## src/rtl/hex_display_pkg.sv

```systemverilog
// Shared state encoding and sizing constants for the
// 4-digit hex display scan sequencer.
package hex_display_pkg;

    typedef enum logic {
        S_OFF,
        S_SCAN
    } state_t;

    localparam int NUM_DIGITS = 4;
    localparam int SCAN_W     = 2;

endpackage

```

## src/rtl/tick_divider.sv

```systemverilog
// Dwell prescaler: counts 0..TICK_DIV-1 and pulses tick on
// the last count; clear holds it at zero.
module tick_divider #(
    parameter int TICK_DIV = 100000,
    parameter int DIV_W    = 17
) (
    input  logic clk,
    input  logic rst_n,
    input  logic clear,
    output logic tick
);

    localparam logic [DIV_W-1:0] LAST = DIV_W'(TICK_DIV - 1);

    logic [DIV_W-1:0] r_cnt;

    always_ff @(posedge clk) begin
        if (!rst_n || clear) begin
            r_cnt <= '0;
        end else if (r_cnt == LAST) begin
            r_cnt <= '0;
        end else begin
            r_cnt <= r_cnt + 1'b1;
        end
    end

    assign tick = (r_cnt == LAST);

endmodule

```

## src/rtl/hex_display_scanner.sv

```systemverilog
// Scan sequencer and double-buffered frame store for a 4-digit
// multiplexed hex display, with blinking and zero blanking.
module hex_display_scanner
    import hex_display_pkg::*;
#(
    parameter int TICK_DIV     = 100000,
    parameter int DIV_W        = 17,
    parameter int BLINK_FRAMES = 64
) (
    input  logic                    clk,
    input  logic                    rst_n,
    input  logic                    enable,
    input  logic                    load_valid,
    output logic                    load_ready,
    input  logic [4*NUM_DIGITS-1:0] load_hexs,
    input  logic [NUM_DIGITS-1:0]   load_point,
    input  logic [NUM_DIGITS-1:0]   load_blink,
    input  logic                    load_lzb,
    output logic [SCAN_W-1:0]       scan,
    output logic [4*NUM_DIGITS-1:0] hexs,
    output logic [NUM_DIGITS-1:0]   point,
    output logic [NUM_DIGITS-1:0]   les,
    output logic                    frame_start
);

    localparam int BLK_W =
        (BLINK_FRAMES > 1) ? $clog2(BLINK_FRAMES) : 1;
    localparam logic [BLK_W-1:0] BLK_LAST =
        BLK_W'(BLINK_FRAMES - 1);
    localparam logic [SCAN_W-1:0] SCAN_LAST =
        SCAN_W'(NUM_DIGITS - 1);

    state_t                  r_state;
    logic [SCAN_W-1:0]       r_scan;
    logic [4*NUM_DIGITS-1:0] r_hexs;
    logic [NUM_DIGITS-1:0]   r_point;
    logic [NUM_DIGITS-1:0]   r_blink;
    logic                    r_lzb;
    logic [4*NUM_DIGITS-1:0] r_sh_hexs;
    logic [NUM_DIGITS-1:0]   r_sh_point;
    logic [NUM_DIGITS-1:0]   r_sh_blink;
    logic                    r_sh_lzb;
    logic                    r_pending;
    logic                    r_commit_d;
    logic [BLK_W-1:0]        r_blink_cnt;
    logic                    r_blink_phase;
    logic                    r_frame_start;

    logic                    w_tick;
    logic                    w_adv;
    logic                    w_boundary;
    logic                    w_accept;
    logic                    w_commit;
    logic [NUM_DIGITS-1:0]   w_zero;
    logic [NUM_DIGITS-1:0]   w_blank;

    tick_divider #(
        .TICK_DIV (TICK_DIV),
        .DIV_W    (DIV_W)
    ) u_div (
        .clk   (clk),
        .rst_n (rst_n),
        .clear (~enable),
        .tick  (w_tick)
    );

    assign w_adv      = enable & (r_state == S_SCAN) & w_tick;
    assign w_boundary = w_adv & (r_scan == SCAN_LAST);
    assign w_accept   = load_valid & ~r_pending;
    // pending lingers one cycle past commit so ready rises late
    assign w_commit   = r_pending & ~r_commit_d &
                        (w_boundary | ~enable);

    always_ff @(posedge clk) begin
        if (!rst_n) begin
            r_state       <= S_OFF;
            r_scan        <= '0;
            r_hexs        <= '0;
            r_point       <= '0;
            r_blink       <= '0;
            r_lzb         <= 1'b0;
            r_sh_hexs     <= '0;
            r_sh_point    <= '0;
            r_sh_blink    <= '0;
            r_sh_lzb      <= 1'b0;
            r_pending     <= 1'b0;
            r_commit_d    <= 1'b0;
            r_blink_cnt   <= '0;
            r_blink_phase <= 1'b0;
            r_frame_start <= 1'b0;
        end else begin
            r_state       <= enable ? S_SCAN : S_OFF;
            r_frame_start <= w_boundary;
            r_commit_d    <= w_commit;
            if (w_adv) begin
                r_scan <= r_scan + 1'b1;
            end
            if (w_accept) begin
                r_sh_hexs  <= load_hexs;
                r_sh_point <= load_point;
                r_sh_blink <= load_blink;
                r_sh_lzb   <= load_lzb;
            end
            if (r_commit_d) begin
                r_pending <= 1'b0;
            end else if (w_accept) begin
                r_pending <= 1'b1;
            end
            if (w_commit) begin
                r_hexs  <= r_sh_hexs;
                r_point <= r_sh_point;
                r_blink <= r_sh_blink;
                r_lzb   <= r_sh_lzb;
            end
            if (w_boundary) begin
                if (r_blink_cnt == BLK_LAST) begin
                    r_blink_cnt   <= '0;
                    r_blink_phase <= ~r_blink_phase;
                end else begin
                    r_blink_cnt <= r_blink_cnt + 1'b1;
                end
            end
        end
    end

    always_comb begin
        w_zero  = '0;
        w_blank = '0;
        for (int i = 0; i < NUM_DIGITS; i++) begin
            w_zero[i] = (r_hexs[4*i +: 4] == 4'h0);
        end
        if (r_lzb) begin
            w_blank[3] = w_zero[3];
            w_blank[2] = w_zero[3] & w_zero[2];
            w_blank[1] = w_zero[3] & w_zero[2] & w_zero[1];
        end
    end

    assign les = {NUM_DIGITS{enable}} & ~w_blank &
                 ~(r_blink & {NUM_DIGITS{r_blink_phase}});

    assign load_ready  = ~r_pending;
    assign scan        = r_scan;
    assign hexs        = r_hexs;
    assign point       = r_point;
    assign frame_start = r_frame_start;

endmodule

```

## config.mk

```make
export PLATFORM = sky130hd
export DESIGN_NAME = hex_display_scanner
export DESIGN_NICKNAME = d
export VERILOG_FILES = /design/src/rtl/hex_display_pkg.sv /design/src/rtl/tick_divider.sv /design/src/rtl/hex_display_scanner.sv
export SDC_FILE = /design/constraint.sdc
export NUM_CORES = 1
export LEC_CHECK = 0
export ABC_AREA = 1
export BUFFER_PORTS_ARGS = -buffer_cell sky130_fd_sc_hd__buf_2
export CORE_UTILIZATION = 55
export DETAILED_ROUTE_END_ITERATION = 12
export GPL_TIMING_DRIVEN = 0
export PLACE_DENSITY = 0.78
export SLEW_MARGIN = 15
export SYNTH_ARGS = -nofsm -noshare
export SYNTH_HDL_FRONTEND = slang
export SYNTH_SLANG_ARGS = --single-unit
```

## constraint.sdc

```tcl
create_clock -name clk -period 3.1 [get_ports clk]
set_input_delay 0.465 -clock clk [delete_from_list [all_inputs] [get_ports clk]]
set_output_delay 0.465 -clock clk [all_outputs]
set_load 0.03 [all_outputs]
```

Yosys cells after proc, flatten, opt, wreduce, memory -nomap -nowiden
Index checks and enable logic that the tools add are counted. W data, S select, Z words.

Logic and storage cells: 52. Register bits: 80. Input bits: 29. Output and inout bits: 28.

Bitwise logic cells: 19. Reduce and logical (&&, ||, !) cells: 8. Multiplexer cells: 3. Add/subtract/negate cells: 3. Equal/unequal tests: 3.

Operator list (number): $add A17 B1 Y17 const B (1); $eq A17 B17 Y1 const B (1); $and A4 B4 Y4 (3); $logic_not A4 Y1 (3); $and A1 B1 Y1 (8); $not A4 Y4 (2); $add A6 B1 Y6 const B (1); $eq A6 B6 Y1 const B (1); $mux W6 (1); $not A1 Y1 (5); $reduce_or A2 Y1 (2); $mux W3 (1); $add A2 B1 Y2 const B (1); $eq A2 B2 Y1 const B (1); $reduce_and A2 Y1 (1); $logic_not A1 Y1 (1); $logic_or A1 B1 Y1 (1); $mux W1 (1); $or A1 B1 Y1 (1).

Depth between registers and ports, before layout
Depth in word-level cells: 7. Depth in mapped cells: 11. Mapped depth without buffers: 11.

Hierarchy
From an unflattened synthesis, not the netlist that was laid out.

Cell total of the unflattened synthesis: 484. Area total of the unflattened synthesis: 3488.3 sq um.

Modules (own cells, without submodules): hex_display_scanner (cells each 342, times used 1, seq. area each 1261.2 sq um, area an instance 2548.7 sq um); tick_divider (cells each 142, times used 1, seq. area each 340.3 sq um, area an instance 939.7 sq um).

Worst setup path before layout
OpenSTA, ideal clock, no wires.

Kind: register -> output. Start: reg r_hexs[15] (netlist: hexs[15]). End: out les[2]. Buffers on the path: 0. Arrival: 1.542 ns. Required time: 2.635 ns. Slack: 1.093 ns. Cell stages (with the launch flop): 4. Cells stage by stage: dfxtp_1 > nor4_1 > and3_1 > a211oi_1.

Longest elaborated chain between the ends: 6.

Ends and longest elaborated chain: start: declaration (RTL line hex_display_scanner.sv:35) `logic [4*NUM_DIGITS-1:0] r_hexs;`; start signal: assignment (RTL line hex_display_scanner.sv:110) `r_hexs <= r_sh_hexs;`; $logic_not A4 Y1 (RTL line hex_display_scanner.sv:130) `w_zero[i] = (r_hexs[4*i +: 4] == 4'h0);`; $and A1 B1 Y1 (RTL line hex_display_scanner.sv:134) `w_blank[2] = w_zero[3] & w_zero[2];`; $mux W3 (RTL line hex_display_scanner.sv:132) `if (r_lzb) begin`; $not A4 Y4 (RTL line hex_display_scanner.sv:139) `assign les = {NUM_DIGITS{enable}} & ~w_blank &`; $and A4 B4 Y4 (2 in series) (RTL line hex_display_scanner.sv:139); end: declaration (RTL line hex_display_scanner.sv:22) `output logic [NUM_DIGITS-1:0] les,`.

No other way between the ends.

Worst setup path in the final report
Start: reg r_hexs[8] (netlist: hexs[8]). End: out les[1].

Longest elaborated chain between the ends: 7.

Ends and longest elaborated chain: $logic_not A4 Y1 (RTL line hex_display_scanner.sv:130); $and A1 B1 Y1 (2 in series) (RTL line hex_display_scanner.sv:135) `w_blank[1] = w_zero[3] & w_zero[2] & w_zero[1];`; $mux W3 (RTL line hex_display_scanner.sv:132); $not A4 Y4 (RTL line hex_display_scanner.sv:139); $and A4 B4 Y4 (2 in series) (RTL line hex_display_scanner.sv:139).

No other way between the ends.

==> flow_metrics.env <==
export IMPL_synth_area_um2=3480
export IMPL_drive_gt1_share_pct=17.4
export IMPL_powerDensity_nw_per_um2=539
export IMPL_vdd_drop_max_mv=0.295
export IMPL_avgSynthCellArea_um2=7.39
export IMPL_fmax_ghz=0.466
export IMPL_drc=0
export IMPL_synth_seq_area_share_pct=46.0
export IMPL_maxCapViolations=0
export IMPL_crit_top_cell="nand2_1"
export IMPL_syn2layout_area_growth_pct=16.7
export IMPL_fp_dieW_um=81.6
export IMPL_seq_area_um2=1600
export IMPL_cts_hold_buffers=0
export IMPL_cts_setup_buffers=0
export IMPL_cp_end_kind="primary output"
export IMPL_ant_nets=0
export IMPL_multi_input_area_um2=1510
export IMPL_synth_seq_cells=80
export IMPL_report_final_slew_viol_count=0
export IMPL_die_area_um2=6650
export IMPL_grtUsageMet1_pct=32.1
export IMPL_cp_start_kind="register"
export IMPL_worstMarginPinSlew_ns=0.489
export IMPL_antenna_cells=0
export IMPL_die_h_um=81.6
export IMPL_first_global_vias=2874
export IMPL_crit_chain="nor4_1 > and3_1 > nand2_1 > nand2_1 > inv_1 > buf_2"
export IMPL_fillers=538
export IMPL_tns_ns=0
export IMPL_fin_crit_ns=2.15
export IMPL_synth_enable_flop_cells=0
export IMPL_rsz0062_at_grt="no"
export IMPL_status="finished, final reports clean"
export IMPL_routed_wirelength_mm=7.62
export IMPL_clockBufferDepth=2
export IMPL_synthesis_instances=471
export IMPL_synth_top_cell_area_share_pct=46.0
export IMPL_yosys_warnings=0
export IMPL_via_per_inst=5.19
export IMPL_timing_worst_setup_path_type="register to primary output"
export IMPL_placement_io_buffers=56
export IMPL_gr_usage_met2_pct=39.9
export IMPL_grt_pass1_wl_mm=12.6
export IMPL_gp_congestion=0.948
export IMPL_clock_sinks=80
export IMPL_synthFlopType="dfxtp_1"
export IMPL_crit_required_ns=2.63
export IMPL_grtUsageMet3_pct=5.56
export IMPL_slowest_stage="nor4_1"
export IMPL_core_rowCount=28
export IMPL_finalNetCount=570
export IMPL_synth_fp_nets=503
export IMPL_min_period_over_period_pct=69.3
export IMPL_antenna_found_initial=0
export IMPL_wl_per_cell_um=12.4
export IMPL_holdCritPathClass="input port to register"
export IMPL_final_util_pct=67.4
export IMPL_io_pin_count=57
export IMPL_crit_buf_inv=2
export IMPL_clk_pin_slew_ns=0.08
export IMPL_cp_top_family="simple AND/OR/NAND/NOR gates"
export IMPL_critPathArrivalTime_ns=1.68
export IMPL_power_leakage_uw=0.00179
export IMPL_cts_root_buf="clkbuf_8"
export IMPL_insertion_delay_ns=0.35
export IMPL_dr_pass1_iters=4
export IMPL_ctsResizeCount=0
export IMPL_coreArea_um2=6030
export IMPL_cts_buffers=9
export IMPL_fin_skew_ns=0.0106
export IMPL_grt_overflow=0
export IMPL_path_max_fanout=3
export IMPL_start_util_pct=57.8
export IMPL_synth_area_top_cells="dfxtp_1, a21oi_1, nand2_1, inv_1, nor2_1"
export IMPL_ys_types=31
export IMPL_total_power_uw=2190
export IMPL_drt_iter0_drc=146
export IMPL_grt_max_degree=13
export IMPL_max_slew_margin_pct=67.3
export IMPL_grt_usage_pct=24.7
export IMPL_vias=3198
export IMPL_max_stage_delay_ns=0.41
export IMPL_yosys_area_top_type="dfxtp_1"
export IMPL_async_flop_share_pct=0
export IMPL_cts_htree_levels=3
export IMPL_hold_viol=0
export IMPL_hpwl_mm=5.58
export IMPL_cts_tree="yes"
export IMPL_busiest_layer="met2"
export IMPL_setup_viol=0
## metrics by stage
step | setup WS [ns] | std cells | hold slack, ns | cell area (um2)
after floorplan | 1.09 | 471 | 0.400 | 3480
after global placement | 1.34 | 602 | 0.402 | 3860
after detailed placement | 1.35 | 602 | 0.415 | 3860
after CTS | 0.959 | 616 | 0.369 | 4060
after global routing | 0.849 | 616 | 0.381 | 4060
final | 0.953 | 616 | 0.368 | 4060
## report_power, final
group,leakage (uW),switching (uW),internal [uW]
Clock,0.000108,362,464
Combinational,0.00103,175,91.5
Sequential,0.000654,21.2,1080
## final timing paths
path | cells after the start | slack, ns | end | start
worst max register to register | 11 | 1.39 | point[3] | u_div.r_cnt[0]
worst min register to register | 1 | 0.42 | r_pending | r_commit_d
worst min-delay path | 3 | 0.37 | r_state | rst_n
worst max-delay path | 6 | 0.95 | les[1] | hexs[8]
## placed cells by master (no fill, tap or decap), types with 3 or more instances in the layout
cell,instances
clkbuf_8,10
nor2_1,55
xor2_1,5
buf_8,3
nand4_1,6
clkinv_2,3
nand3_1,41
ha_1,3
buf_2,63
o21ai_0,32
dfxtp_1,80
nor4_1,3
clkbuf_1,9
inv_1,58
nor2_2,3
a21oi_1,66
nand2_1,70
nor3_1,10
## worst register-to-register path, delay by kind of cell, from the launching register on
kind / cells / cell delay (ns)
adders and majority gates: 1 / 0.17
DFF: 1 / 0.35
and+or+nand+nor: 7 / 0.69
buffers and inverters: 3 / 0.40
## cell type report
type	instances	share of cell area, %
clock buffer	10	3.39
tap	75	2.31
multi-input combinational	308	37.2
timing repair buffer	56	6.90
inverter	60	5.57
buffer	23	3.54
sequential	80	39.4
clock inverter	4	1.72
## layer usage
layer,vias to the layer above,routed length (um)
met1,1455,3650
met3,10,339
met2,71,3520
met4,0,97
li1,1662,-
met5,-,0
## cell families (layout without fill, tap and decap cells)
logic type	count (synthesis)	after routing	synth area share, %
xor+xnor	5	5	1.26
fa+ha+maj	3	3	1.08
compound gates	103	103	15.1
buf+inv	83	153	10.6
flops	80	80	46.0
simple gates	197	197	25.9
## flip-flops by register name (all words and copies together) (netlist names), 2 cells and up
register and cells:
scan 2, r_sh_blink 4, point 4, hexs 16
u_div.r_cnt 17, r_blink_cnt 6, r_sh_point 4, r_sh_hexs 16
r_blink 4
## cell usage after synthesis (all sizes together) (5+ instances only)
library cell and instances:
nor2 60, xor2 5, clkbuf 9, nand2 71, buf 14, nor3 11
dfxtp 80, o21ai 32, inv 59, a21oi 66, nand4 7, nand3 42
Power figures use the tool's default switching activity.
